--- src/rtl/hamming_pkg.sv ---
// Shared constants, counter-width helper and arrival-order type for the Hamming decoder path.
package hamming_pkg;

   localparam int HAM74_W   = 7;
   localparam int HAM1511_W = 15;

   typedef enum logic {
      LSB_FIRST_ARRIVAL = 1'b0,
      MSB_FIRST_ARRIVAL = 1'b1
   } bit_order_e;

   // Width of a counter spanning 0..frame_w-1; never narrower than one bit.
   function automatic int cnt_width(input int frame_w);
      return (frame_w > 1) ? $clog2(frame_w) : 1;
   endfunction

endpackage

--- src/rtl/hamming_frame_serial_shift_reg.sv ---
// Generalised serial-in shifter; arrival order decides which end new bits enter.
module serial_shift_reg #(
   parameter int WIDTH     = 15,
   parameter bit MSB_FIRST = 1'b0
) (
   input  logic             clk,
   input  logic             reset,
   input  logic             clear,
   input  logic             en,
   input  logic             d,
   output logic [WIDTH-1:0] q
);

   logic [WIDTH-1:0] q_next;

   generate
      if (MSB_FIRST) begin : g_msb
         assign q_next = {q[WIDTH-2:0], d};
      end else begin : g_lsb
         assign q_next = {d, q[WIDTH-1:1]};
      end
   endgenerate

   always_ff @(posedge clk or posedge reset) begin
      if (reset) begin
         q <= '0;
      end else if (clear) begin
         q <= '0;
      end else if (en) begin
         q <= q_next;
      end
   end

endmodule

--- src/rtl/hamming_frame_deserializer.sv ---
// Collects FRAME_W serial code bits into a word and presents it through a valid/ready
// output register; the last bit of a frame is loaded straight into frame_out.
module hamming_frame_deserializer
   import hamming_pkg::*;
#(
   parameter int  FRAME_W   = HAM1511_W,
   parameter bit  MSB_FIRST = 1'b0,
   parameter bit  OVERWRITE = 1'b0,
   localparam int CNT_W     = cnt_width(FRAME_W)
) (
   input  logic               clk,
   input  logic               reset,
   input  logic               clear,
   input  logic               in_valid,
   input  logic               in_bit,
   output logic               in_ready,
   output logic [FRAME_W-1:0] frame_out,
   output logic               frame_valid,
   input  logic               frame_ready,
   output logic [CNT_W-1:0]   bit_count,
   output logic               overrun
);

   localparam bit_order_e       ORDER    = MSB_FIRST ? MSB_FIRST_ARRIVAL : LSB_FIRST_ARRIVAL;
   localparam logic [CNT_W-1:0] LAST_CNT = CNT_W'(FRAME_W - 1);

   logic [FRAME_W-1:0] shift_q;
   logic [FRAME_W-1:0] word_next;
   logic               last_bit;
   logic               blocked;
   logic               accept;
   logic               complete;
   logic               consume;
   logic               overrun_q;

   serial_shift_reg #(
      .WIDTH     (FRAME_W),
      .MSB_FIRST (MSB_FIRST)
   ) u_shift (
      .clk   (clk),
      .reset (reset),
      .clear (clear),
      .en    (accept),
      .d     (in_bit),
      .q     (shift_q)
   );

   // The completing bit is not in shift_q yet, so form the full word alongside it.
   generate
      if (ORDER == MSB_FIRST_ARRIVAL) begin : g_word_msb
         assign word_next = {shift_q[FRAME_W-2:0], in_bit};
      end else begin : g_word_lsb
         assign word_next = {in_bit, shift_q[FRAME_W-1:1]};
      end
   endgenerate

   assign last_bit = (bit_count == LAST_CNT);
   assign blocked  = frame_valid & ~frame_ready;
   assign in_ready = OVERWRITE ? 1'b1 : ~(last_bit & blocked);
   assign accept   = in_valid & in_ready;
   assign complete = accept & last_bit;
   assign consume  = frame_valid & frame_ready;
   assign overrun  = overrun_q;

   always_ff @(posedge clk or posedge reset) begin
      if (reset) begin
         bit_count   <= '0;
         frame_out   <= '0;
         frame_valid <= 1'b0;
         overrun_q   <= 1'b0;
      end else if (clear) begin
         bit_count   <= '0;
         frame_out   <= '0;
         frame_valid <= 1'b0;
         overrun_q   <= 1'b0;
      end else begin
         if (accept) begin
            bit_count <= last_bit ? '0 : bit_count + CNT_W'(1);
         end
         // A completion wins over a consume so back-to-back frames leave no bubble.
         if (complete) begin
            frame_out   <= word_next;
            frame_valid <= 1'b1;
         end else if (consume) begin
            frame_valid <= 1'b0;
         end
         if (OVERWRITE && complete && blocked) begin
            overrun_q <= 1'b1;
         end
      end
   end

endmodule

--- config.mk ---
export PLATFORM = sky130hd
export DESIGN_NAME = hamming_frame_deserializer
export DESIGN_NICKNAME = d
export VERILOG_FILES = /design/src/rtl/hamming_pkg.sv /design/src/rtl/hamming_frame_serial_shift_reg.sv /design/src/rtl/hamming_frame_deserializer.sv
export SDC_FILE = /design/constraint.sdc
export NUM_CORES = 1
export LEC_CHECK = 0
export CAP_MARGIN = 0
export CORE_ASPECT_RATIO = 1.25
export CORE_MARGIN = 2
export CORE_UTILIZATION = 45
export DETAILED_ROUTE_END_ITERATION = 10
export HOLD_SLACK_MARGIN = 0.1
export PLACE_DENSITY = 0.79
export SYNTH_ARGS = -nofsm -noshare
export SYNTH_HDL_FRONTEND = slang
export SYNTH_HIERARCHICAL = 1
export SYNTH_SLANG_ARGS = --single-unit
--- constraint.sdc ---
create_clock -name clk -period 1.5 [get_ports clk]
set_input_delay 0.3 -clock clk [delete_from_list [all_inputs] [get_ports clk]]
set_output_delay 0.3 -clock clk [all_outputs]
set_load 0.03 [all_outputs]
== Word level (Yosys, flattened, before mapping) ==
Index checks and enable logic that the tools add are counted.
Cells by class
  add/sub/neg operators: 1
  equal/unequal tests: 1
  multiplexer cells: 10
  bitwise gates (word level): 7
  reduce and logical (&&, ||, !) cells: 3
Operators by type and width (count)
  15-bit two-way mux: 4
  4-bit two-way mux: 3
  1-bit AND: 5
  4-bit by 1-bit adder with 4-bit output (second input constant): 1
  4-bit == test (second input constant): 1
  2-bit nonzero test: 2
  1-bit two-way mux: 3
  3-bit nonzero test: 1
  1-bit inverter: 2
Storage, ports and cells
  register bits after elaboration: 35
  input bits: 6
  output and inout bits: 22

== Logic depth before layout (Yosys ltp) ==
Gate-level depths: netlist of the first run.
  depth after elaboration: 8
  mapped depth: 8
  depth with buffers taken out: 6

== Hierarchy ==
Netlist of the first run, hierarchy kept.
By module, submodules not included
  hamming_frame_deserializer: times used 1, cells an instance 105, area an instance 996.0 µm², sequential area each 500.5 µm²
  serial_shift_reg: times used 1, cells an instance 49, area an instance 620.6 µm², sequential area each 375.4 µm²

== Worst setup path after synthesis of the first run ==
No wires, ideal clock.
  kind: register -> register
  from: reg bit_count[0]
  to: reg u_shift.q[14]
  data arrival time: 1.690 ns
  required time: 1.368 ns
  path slack: -0.322 ns
  cell stages (with the launch flop): 9
  buffers on the path: 2
  clock period less this slack: 1.822 ns
  path through: dfrtp_1 > inv_1 > ha_1 > nand3_1 > o21a_1 > buf_6 > buf_12 > mux2i_1 > nor2_1
On the way
  word-level cells in the longest chain between the ends: 5
RTL lines
  start: declaration: RTL line hamming_frame_deserializer.sv:20  | output logic [CNT_W-1:0] bit_count,
  start signal: assignment: RTL line hamming_frame_deserializer.sv:78  | bit_count <= last_bit ? '0 : bit_count + CNT_W'(1);
  4-bit == test: RTL line hamming_frame_deserializer.sv:57  | assign last_bit = (bit_count == LAST_CNT);
  1-bit AND: RTL line hamming_frame_deserializer.sv:59  | assign in_ready = OVERWRITE ? 1'b1 : ~(last_bit & blocked);
  1-bit inverter: RTL line hamming_frame_deserializer.sv:59
  1-bit AND: RTL line hamming_frame_deserializer.sv:60  | assign accept = in_valid & in_ready;
  named net accept: RTL line hamming_frame_deserializer.sv:31  | logic accept;
  2-bit nonzero test (no line)
  end signal: assignment: RTL line hamming_frame_serial_shift_reg.sv:30  | q <= q_next;
  end: declaration: RTL line hamming_frame_serial_shift_reg.sv:11  | output logic [WIDTH-1:0] q
The timed path passes the listed nets, and every way through them passes these cells.
A chain may end at the register's enable or synchronous reset.

== Final worst setup path of the first run ==
  from: reg bit_count[0]
  to: out in_ready
On the way
  word-level cells in the longest chain between the ends: 3
RTL lines
  4-bit == test: RTL line hamming_frame_deserializer.sv:57
  1-bit AND: RTL line hamming_frame_deserializer.sv:59
  1-bit inverter: RTL line hamming_frame_deserializer.sv:59
  end: declaration: RTL line hamming_frame_deserializer.sv:16  | output logic in_ready,
Every way passes these cells.

==> results of run 1 <==
## repair_timing
item / 4_1_cts / 5_1_grt
resized for setup: 27 / 11
setup endpoints to repair: 27 / 27
cloned: 1 / 0
endpoints found under the hold margin: 0 / 0
pin swaps: 3 / 1
setup buffers: 4 / 5
## where the power goes
part	internal [mW]	total [mW]	leakage [nW]	switching (mW)
combinational	0.0871	0.183	0.509	0.0956
clock	0.370	0.687	0.0482	0.317
sequential	0.925	0.935	0.470	0.00962
## worst max-delay path, stage by stage (launching register included)
cell and delay, ps:
dfrtp_2 400, inv_2 70, ha_4 140, nand3_4 80, or2_4 250, buf_6 140
## worst paths after layout
check                      slack [ps]       endpoint    startpoint  depth (start not counted)
min                               390   bit_count[3]         reset                          3
max in group asynchronous         740  u_shift/q[14]         reset                          2
max reg2reg                      -140  u_shift/q[11]  bit_count[0]                          9
max                              -160       in_ready  bit_count[0]                          5
min in group clk                  540   frame_out[4]  frame_out[4]                          2
min reg2reg                       540   frame_out[4]  frame_out[4]                          2
## cell type report
class	instances	area, um2	area share (%)
flip-flops and latches	34	853	40.5
multi-input cells	100	653	31.0
repair buffers	45	444	21.1
clock buffers	7	86.3	4.10
well taps	39	48.8	2.32
clock inverters	1	5.00	0.238
inverters	4	15.0	0.713
## sequential cells by signal, indices dropped and copies added, names as in the netlist
signal / count
frame_out: 15
frame_valid: 1
bit_count: 4
u_shift/q: 14
## stage by stage
stage | worst slack, ps | area, um2 | cells | utilization, %
finish | -164 | 2110 | 230 | 61.5
global route | -226 | 2110 | 230 | 61.5
CTS | -193 | 2050 | 225 | 59.9
detailed placement | -168 | 1890 | 212 | 55.3
global placement | -133 | 1890 | 212 | 55.3
floorplan | -144 | 1600 | 151 | -
## per-layer routing
metal	routed length, um	up-vias	share of wire [%]	global-route usage, %
li1	-	605	-	-
met1	1490	627	41	22.3
met2	1900	26	52	32.2
met3	130	11	3.6	6.67
met4	97	0	2.7	12.7
met5	0	-	0	0
==> results.tsv, run 1 <==
stage	metric	value	unit
status	status	finished with violations	
status	failing checks	setup timing	
clock_tree	TritonCTS Buffers	5	
placement	post-detail-place hpwl	2410	um
final_layout	antenna fix cells	0	
clock_tree	clock sink total	34	
timing	minimum clock period	1660	ps
timing	fin crit share	111	%
timing	max-slew violations	0	
timing	final hold viol count	0	
critical_path	worst path arrival time	1360	ps
final_layout	Final nets	198	
final_layout	filler cell count	278	
timing	# setup viols final	31	
critical_path	CP Class	reg2out	
die	FP Rows	24	
die	die width	57.0	um
clock_tree	clk_lat worst skew	290	ps
clock_tree	CTS tree	yes	
clock_tree	H-tree Lvls	2	
power	Peak VDD IR	0.647	mV
clock_tree	CTS max path bufs	2	
synth	Mapped Cells	151	
synth	Synth Net Count	159	
timing	Sum Neg Setup Slack	-2220	ps
die	Ports	28	
die	chip height	70.2	um
critical_path	crit path launch type	flop	
power	Pwr Total	1.80	mW
timing	max_slew headroom	64.4	%
placement	Port Buffers	26	
global_route	first-pass GRT wire length	6050	um
timing	post-route setup slack	-164	ps
synth	Post-Syn Area	1580	um2
hold_path	worst min path class	in2async	
global_route	vias in the first global route	1334	
timing	RSZ-0062 raised after global routing	yes	
final_layout	synth-to-layout area growth	33.5	%
timing	Fin Hold WS	386	ps
routing	via count	1269	
timing	Max Freq	601	MHz
final_layout	most frequent cells in the layout	dfrtp_1, dlygate4sd2_1, nand3_1, a21oi_1, nor2_1	
die	Initial Util	46.1	%
clock_tree	clock slew at reported path FFs	60	ps
routing	DRC violation total after the first TritonRoute iteration	33	
timing	worst clock skew	6.88	ps
critical_path	Critical Path Sink Type	output pin	
routing	Via density	5.52	
run	Max Cap Violations	0	
die	die footprint	4000	um2
timing	Least-Margin Pin Slew	533	ps
global_route	Total GRT Usage	20.0	%
critical_path	Crit path required time	1200	ps
power	pwr dens	857	nW/um2
placement	Final Wtd Congestion	0.732	
power	Leak	1.03	nW
routing	final WL	3620	um
routing	average wire per standard cell	15.7	um
global_route	antenna violations before repair	0	
critical_path	crit-path max FO	2	
global_route	Overflow after GRT	0	
die	core region area	3420	um2
synth	Mean Syn Cell Area	10.4	um2
routing	Post-route DRC	0	
global_route	largest net degree at the start of global routing	31	
routing	DRT antenna net count	0	
clock_tree	root buf cell	clkbuf_8	
clock_tree	hold buffers post-CTS	0	
routing	DRT Pass-1 Iters	4	
final_layout	layout cells sized above 1	21.5	%
final_layout	most common cell after layout, fill and taps aside	dfrtp_1	
synth	synth warn	6	
No activity file was read; power rests on OpenSTA's default activity.
==> run 2: changes to the inputs <==
Settings changed: ABC_AREA set to 1.
==> results.tsv, run 2 <==
stage	metric	value	unit	change
critical_path	Crit path required time	1200	ps	about the same
timing	RSZ-0062 raised after global routing	yes		
synth	Post-Syn Area	1670	um2	+5.6%
die	FP Rows	24		unchanged
clock_tree	clk_lat worst skew	290	ps	about the same
synth	Mapped Cells	209		+38%
placement	post-detail-place hpwl	2480	um	+2.8%
final_layout	Largest regs	frame_out (15), u_shift/q (14), bit_count (4)		
critical_path	Critical path origin	bit_count[0]		
timing	# setup viols final	2		-94%
power	Leak	1.29	nW	+25%
die	core region area	3510	um2	+2.6%
clock_tree	clock sink total	34		unchanged
power	Pwr Total	1.83	mW	+1.7%
power	pwr dens	814	nW/um2	-5.0%
global_route	Total GRT Usage	18.5	%	-1.5 points
die	Initial Util	47.4	%	+1.3 points
final_layout	synth-to-layout area growth	35.3	%	
final_layout	Post-Layout Inst Area	2250	um2	+7.1%
clock_tree	H-tree Lvls	2		unchanged
placement	Final Wtd Congestion	0.788		+7.6%
clock_tree	CTS tree	yes		
die	chip height	72.0	um	+2.6%
power	design internal power	1.38	mW	-0.12%
placement	placed cells	285		+34%
routing	Post-route DRC	0		unchanged
critical_path	worst path arrival time	1370	ps	about the same
routing	via count	1430		+13%
timing	Max Freq	599	MHz	-0.33%
final_layout	filler cell count	306		+10%
placement	Post-DP Area	2090	um2	+10%
power	sequential power share	51.3	%	-0.5 points
clock_tree	clock slew at reported path FFs	70	ps	about the same
timing	max-slew violations	0		unchanged
power	Comb power frac	11.1	%	+1.0 points
final_layout	Largest Register	frame_out		
timing	final hold viol count	0		unchanged
routing	DRC violation total after the first TritonRoute iteration	49		+48%
die	die footprint	4210	um2	+5.3%
die	die width	58.4	um	+2.6%
global_route	vias in the first global route	1307		-2.0%
global_route	antenna violations before repair	0		unchanged
routing	average wire per standard cell	12.0	um	-24%
timing	fin crit share	111	%	+0.37 points
synth	Mean Syn Cell Area	7.97	um2	-24%
critical_path	CP Class	reg2out		
power	Peak VDD IR	0.658	mV	+1.6%
placement	Port Buffers	26		unchanged
global_route	Overflow after GRT	0		unchanged
timing	post-route setup slack	-170	ps	-5.50 ps
critical_path	Critical Path Sink Type	output pin		
clock_tree	root buf cell	clkbuf_8		
power	clock share of power	37.6	%	-0.5 points
final_layout	antenna fix cells	0		unchanged
timing	worst clock skew	4.14	ps	-2.74 ps
run	Max Cap Violations	0		unchanged
clock_tree	TritonCTS Buffers	5		unchanged
routing	DRT antenna net count	0		unchanged
synth	Synth Net Count	217		+36%
final_layout	fin cells	300		+30%
power	sw frac	24.8	%	+1.4 points
routing	DRT Pass-1 Iters	4		unchanged
final_layout	Final Util	64.2	%	+2.7 points
final_layout	most frequent cells in the layout	nand2_1, nand3_1, dfrtp_1, buf_4, inv_1		
global_route	largest net degree at the start of global routing	21		-32%
routing	final WL	3600	um	-0.55%
critical_path	RR Startpoint	bit_count[1]		
critical_path	crit path launch type	flop		
final_layout	most common cell after layout, fill and taps aside	nand2_1		
critical_path	crit-path max FO	3		+1
final_layout	layout cells sized above 1	22.6	%	+1.1 points
synth	synth warn	6		unchanged
hold_path	worst min path class	in2async		
status	status	finished with violations		
clock_tree	CTS max path bufs	2		unchanged
final_layout	max reg flops	15		unchanged
global_route	first-pass GRT wire length	5860	um	-3.2%
final_layout	Final nets	268		+35%
power	Psw	0.454	mW	+7.6%
timing	minimum clock period	1670	ps	+5.50 ps
routing	Via density	4.77		-14%
status	failing checks	setup timing		
die	Ports	28		unchanged
clock_tree	hold buffers post-CTS	0		unchanged
[run 2: changes by cell type in the layout (fill, tap and decap cells not counted), moves of 4 or more]
cell,previous run,this run
o21ai_0,12,1
buf_6,2,6
nand2_1,3,63
o21ai_1,5,1
mux2i_1,14,0
nand2_2,0,6
a21oi_1,15,1
nand3_1,15,34
nor2_4,0,4
inv_1,3,23
buf_4,14,24
[run 2: metrics by stage]
step | setup TNS, ps | worst slack [ps] | hold WS [ps]
finish | -178 | -170 | 354
global route | -585 | -224 | 376
CTS | -165 | -165 | 352
detailed placement | -3230 | -129 | 462
global placement | -2360 | -107 | 460
floorplan | -460 | -46.0 | 189
[run 2: worst max-delay path, stage by stage (launching register included)]
cell     delay [ps]
dfrtp_2         420
inv_2            80
ha_4            140
nand3_4          70
nor2_4          120
buf_6           100
inv_2            20
buf_6           120
[run 2: path summary, 6_finish.rpt]
check,endpoint,slack (ps),depth (start not counted)
worst max-delay path,in_ready,-170,7
worst min-delay path,u_shift/q[14],350,3
worst max register to register,u_shift/q[8],-10,9
worst min register to register,u_shift/q[1],480,2
max in group asynchronous,bit_count[0],890,3
min in group clk,u_shift/q[1],480,2
[run 2: area by class of cell]
| cell class | count | area (um2) | area share (%) |
|---|---|---|---|
| Clock buffer | 7 | 86.3 | 3.83 |
| Clock inverter | 1 | 5.00 | 0.222 |
| Multi-Input combinational cell | 137 | 687 | 30.5 |
| Inverter | 27 | 101 | 4.50 |
| Sequential cell | 34 | 853 | 37.8 |
| Timing Repair Buffer | 55 | 473 | 21.0 |
| Tap cell | 39 | 48.8 | 2.16 |
[run 2: routing by layer]
layer	vias to the layer above	part of all wire [%]	global-route usage, %
li1	740	-	-
met1	659	43	23.6
met2	25	51	28.8
met3	6	3.8	4.46
met4	0	2.4	10.1
met5	-	0	0
[run 2: power by group through the flow]
| stage | Sequential (mW) | Combinational (mW) | Clock, mW |
|---|---|---|---|
| after detailed placement | 0.959 | 0.186 | 0 |
| after global placement | 0.960 | 0.184 | 0 |
| after global routing | 0.942 | 0.223 | 0.742 |
| after CTS | 0.941 | 0.193 | 0.711 |
| final | 0.941 | 0.204 | 0.690 |
| after floorplan | 0.976 | 0.101 | 0 |
[run 2: repair_timing]
action | 4_1_cts | 5_1_grt
setup endpoints to repair | 22 | 11
cloned | 0 | 2
buffers inserted | 5 | 1
endpoints found under the hold margin | 0 | 0
resized for setup | 22 | 15
pin swaps | 4 | 2
==> run 3: changes to the inputs <==
Settings changed: MAX_ROUTING_LAYER set to met4, RECOVER_POWER set to 50.
==> results.tsv, run 3 (synthesis gave the netlist of run 2 again) <==
stage	metric	value	unit	change
final_layout	Final nets	268		unchanged
final_layout	filler cell count	307		+0.33%
clock_tree	clock sink total	34		unchanged
placement	Final Wtd Congestion	0.799		+1.4%
final_layout	most frequent cells in the layout	nand2_1, nand3_1, dfrtp_1, inv_1, buf_4		
global_route	Overflow after GRT	0		unchanged
critical_path	RR Startpoint	bit_count[0]		
die	Initial Util	47.4	%	unchanged
critical_path	end of the worst register-to-register path	frame_out[8]		
die	core region area	3510	um2	unchanged
final_layout	area of the multi-input gates	689	um2	+0.36%
final_layout	most common cell after layout, fill and taps aside	nand2_1		
timing	max_slew headroom	48.8	%	
global_route	first-pass GRT wire length	5840	um	-0.24%
timing	post-route setup slack	-170	ps	-0.298 ps
critical_path	Critical Path Sink Type	output pin		
routing	DRC violation total after the first TritonRoute iteration	45		-8.2%
critical_path	crit path launch type	flop		
clock_tree	CTS tree	yes		
die	die width	58.4	um	unchanged
timing	Max Freq	599	MHz	about the same
routing	DRT antenna net count	0		unchanged
critical_path	Crit path required time	1200	ps	about the same
clock_tree	TritonCTS Buffers	5		unchanged
clock_tree	hold buffers post-CTS	0		unchanged
clock_tree	CTS max path bufs	2		unchanged
hold_path	worst min path class	reg2reg		
power	Peak VDD IR	0.659	mV	+0.27%
timing	final hold viol count	0		unchanged
status	status	finished with violations		
placement	Placement Setup Slack	-129	ps	unchanged
clock_tree	H-tree Lvls	2		unchanged
clock_tree	clock slew at reported path FFs	70	ps	about the same
die	die footprint	4210	um2	unchanged
global_route	Total GRT Usage	19.0	%	+0.51 points
final_layout	Final Util	64.2	%	unchanged
timing	# setup viols final	16		+14
hold_path	Hold EP	u_shift/q[1]		
power	Leak	1.30	nW	+0.70%
final_layout	antenna fix cells	0		unchanged
final_layout	layout cells sized above 1	23.0	%	+0.38 points
routing	final WL	3650	um	+1.5%
routing	Via density	4.83		+1.3%
timing	minimum clock period	1670	ps	+0.298 ps
critical_path	CP Class	reg2out		
global_route	antenna violations before repair	0		unchanged
timing	worst clock skew	6.16	ps	+2.02 ps
clock_tree	root buf cell	clkbuf_8		
final_layout	max reg flops	15		unchanged
power	pwr dens	814	nW/um2	about the same
hold_path	hold path depth	2		
routing	DRT Pass-1 Iters	4		unchanged
routing	via count	1449		+1.3%
routing	Post-route DRC	0		unchanged
hold_path	Hold Crit Start	u_shift/q[1]		
timing	Least-Margin Pin Slew	768	ps	
routing	average wire per standard cell	12.2	um	+1.5%
critical_path	FF-to-FF setup slack	-40	ps	-30 ps
placement	post-detail-place hpwl	2480	um	unchanged
run	Max Cap Violations	0		unchanged
final_layout	Largest Register	frame_out		
critical_path	crit-path max FO	3		unchanged
timing	fin crit share	111	%	about the same
critical_path	R2R depth	8		-1
timing	max-slew violations	0		unchanged
final_layout	register area	853	um2	unchanged
critical_path	worst path arrival time	1370	ps	about the same
die	chip height	72.0	um	unchanged
die	Ports	28		unchanged
placement	Port Buffers	26		unchanged
status	failing checks	setup timing		
placement	Post-DP Area	2090	um2	unchanged
global_route	vias in the first global route	1308		+0.077%
global_route	largest net degree at the start of global routing	21		unchanged
timing	RSZ-0062 raised after global routing	yes		
final_layout	Post-Layout Inst Area	2250	um2	unchanged
power	Pwr Total	1.84	mW	about the same
final_layout	synth-to-layout area growth	35.3	%	unchanged
clock_tree	clk_lat worst skew	290	ps	about the same
die	FP Rows	24		unchanged
final_layout	Largest regs	frame_out (15), u_shift/q (14), bit_count (4)		
run 3: cell count changes in the layout (fill, tap and decap cells not counted), sizes merged:
cell,previous run,this run
dlygate4sd3,0,1
buf,30,28
clkdlybuf4s50,5,4
clkbuf,7,9
run 3: metrics by stage:
stage          instances  hold WS [ps]  setup TNS [ps]
3_3_place_gp         285           460           -2360
2_1_floorplan        209           189            -460
3_5_place_dp         285           462           -3230
6_report             300           480            -482
4_1_cts              298           352            -165
5_1_grt              300           520           -2370
run 3: worst max-delay path, cell delays in order (launching register included):
cell and delay [ps]:
dfrtp_2 420, inv_2 80, ha_4 140, nand3_4 70, nor2_4 120, buf_6 100
inv_2 20, buf_6 120
run 3: power by group:
part / internal [mW] / switching (mW)
registers: 0.930 / 0.0111
clock network: 0.370 / 0.321
logic: 0.0794 / 0.124
total: 1.38 / 0.457
run 3: timing repair:
action                                 in CTS  in global routing
resized for setup                          22                 20
pin swaps                                   4                  3
endpoints found under the hold margin       0                  0
cloned                                      0                  2
setup buffers                               5                  1
setup endpoints to repair                  22                 11
run 3: worst max path at each step:
| stage | startpoint | end | slack, ps | cells past startpoint |
|---|---|---|---|---|
| 3_3_place_gp | frame_ready | frame_out[12] | -110 | 8 |
| 6_report | bit_count[0] | in_ready | -170 | 7 |
| 5_1_grt | bit_count[0] | in_ready | -220 | 7 |
| 3_5_place_dp | frame_ready | frame_out[8] | -130 | 8 |
| 4_1_cts | bit_count[0] | in_ready | -170 | 7 |
| 2_1_floorplan | bit_count[0] | u_shift/q[10] | -50 | 10 |
run 3: layout make-up:
cell class	instances	share of cell area, %
inverters	27	4.50
well taps	39	2.16
flip-flops and latches	34	37.8
repair buffers	55	20.9
multi-input cells	137	30.6
clock inverters	1	0.222
clock buffers	7	3.83
run 3: layer usage:
layer  global-route usage [%]  vias up  routed length (um)
met5                        -        -                   0
met4                     10.1        0                  80
met3                     4.46        7                 117
met2                     28.8       23                1900
met1                     23.5      679                1560
li1                         -      740                   -
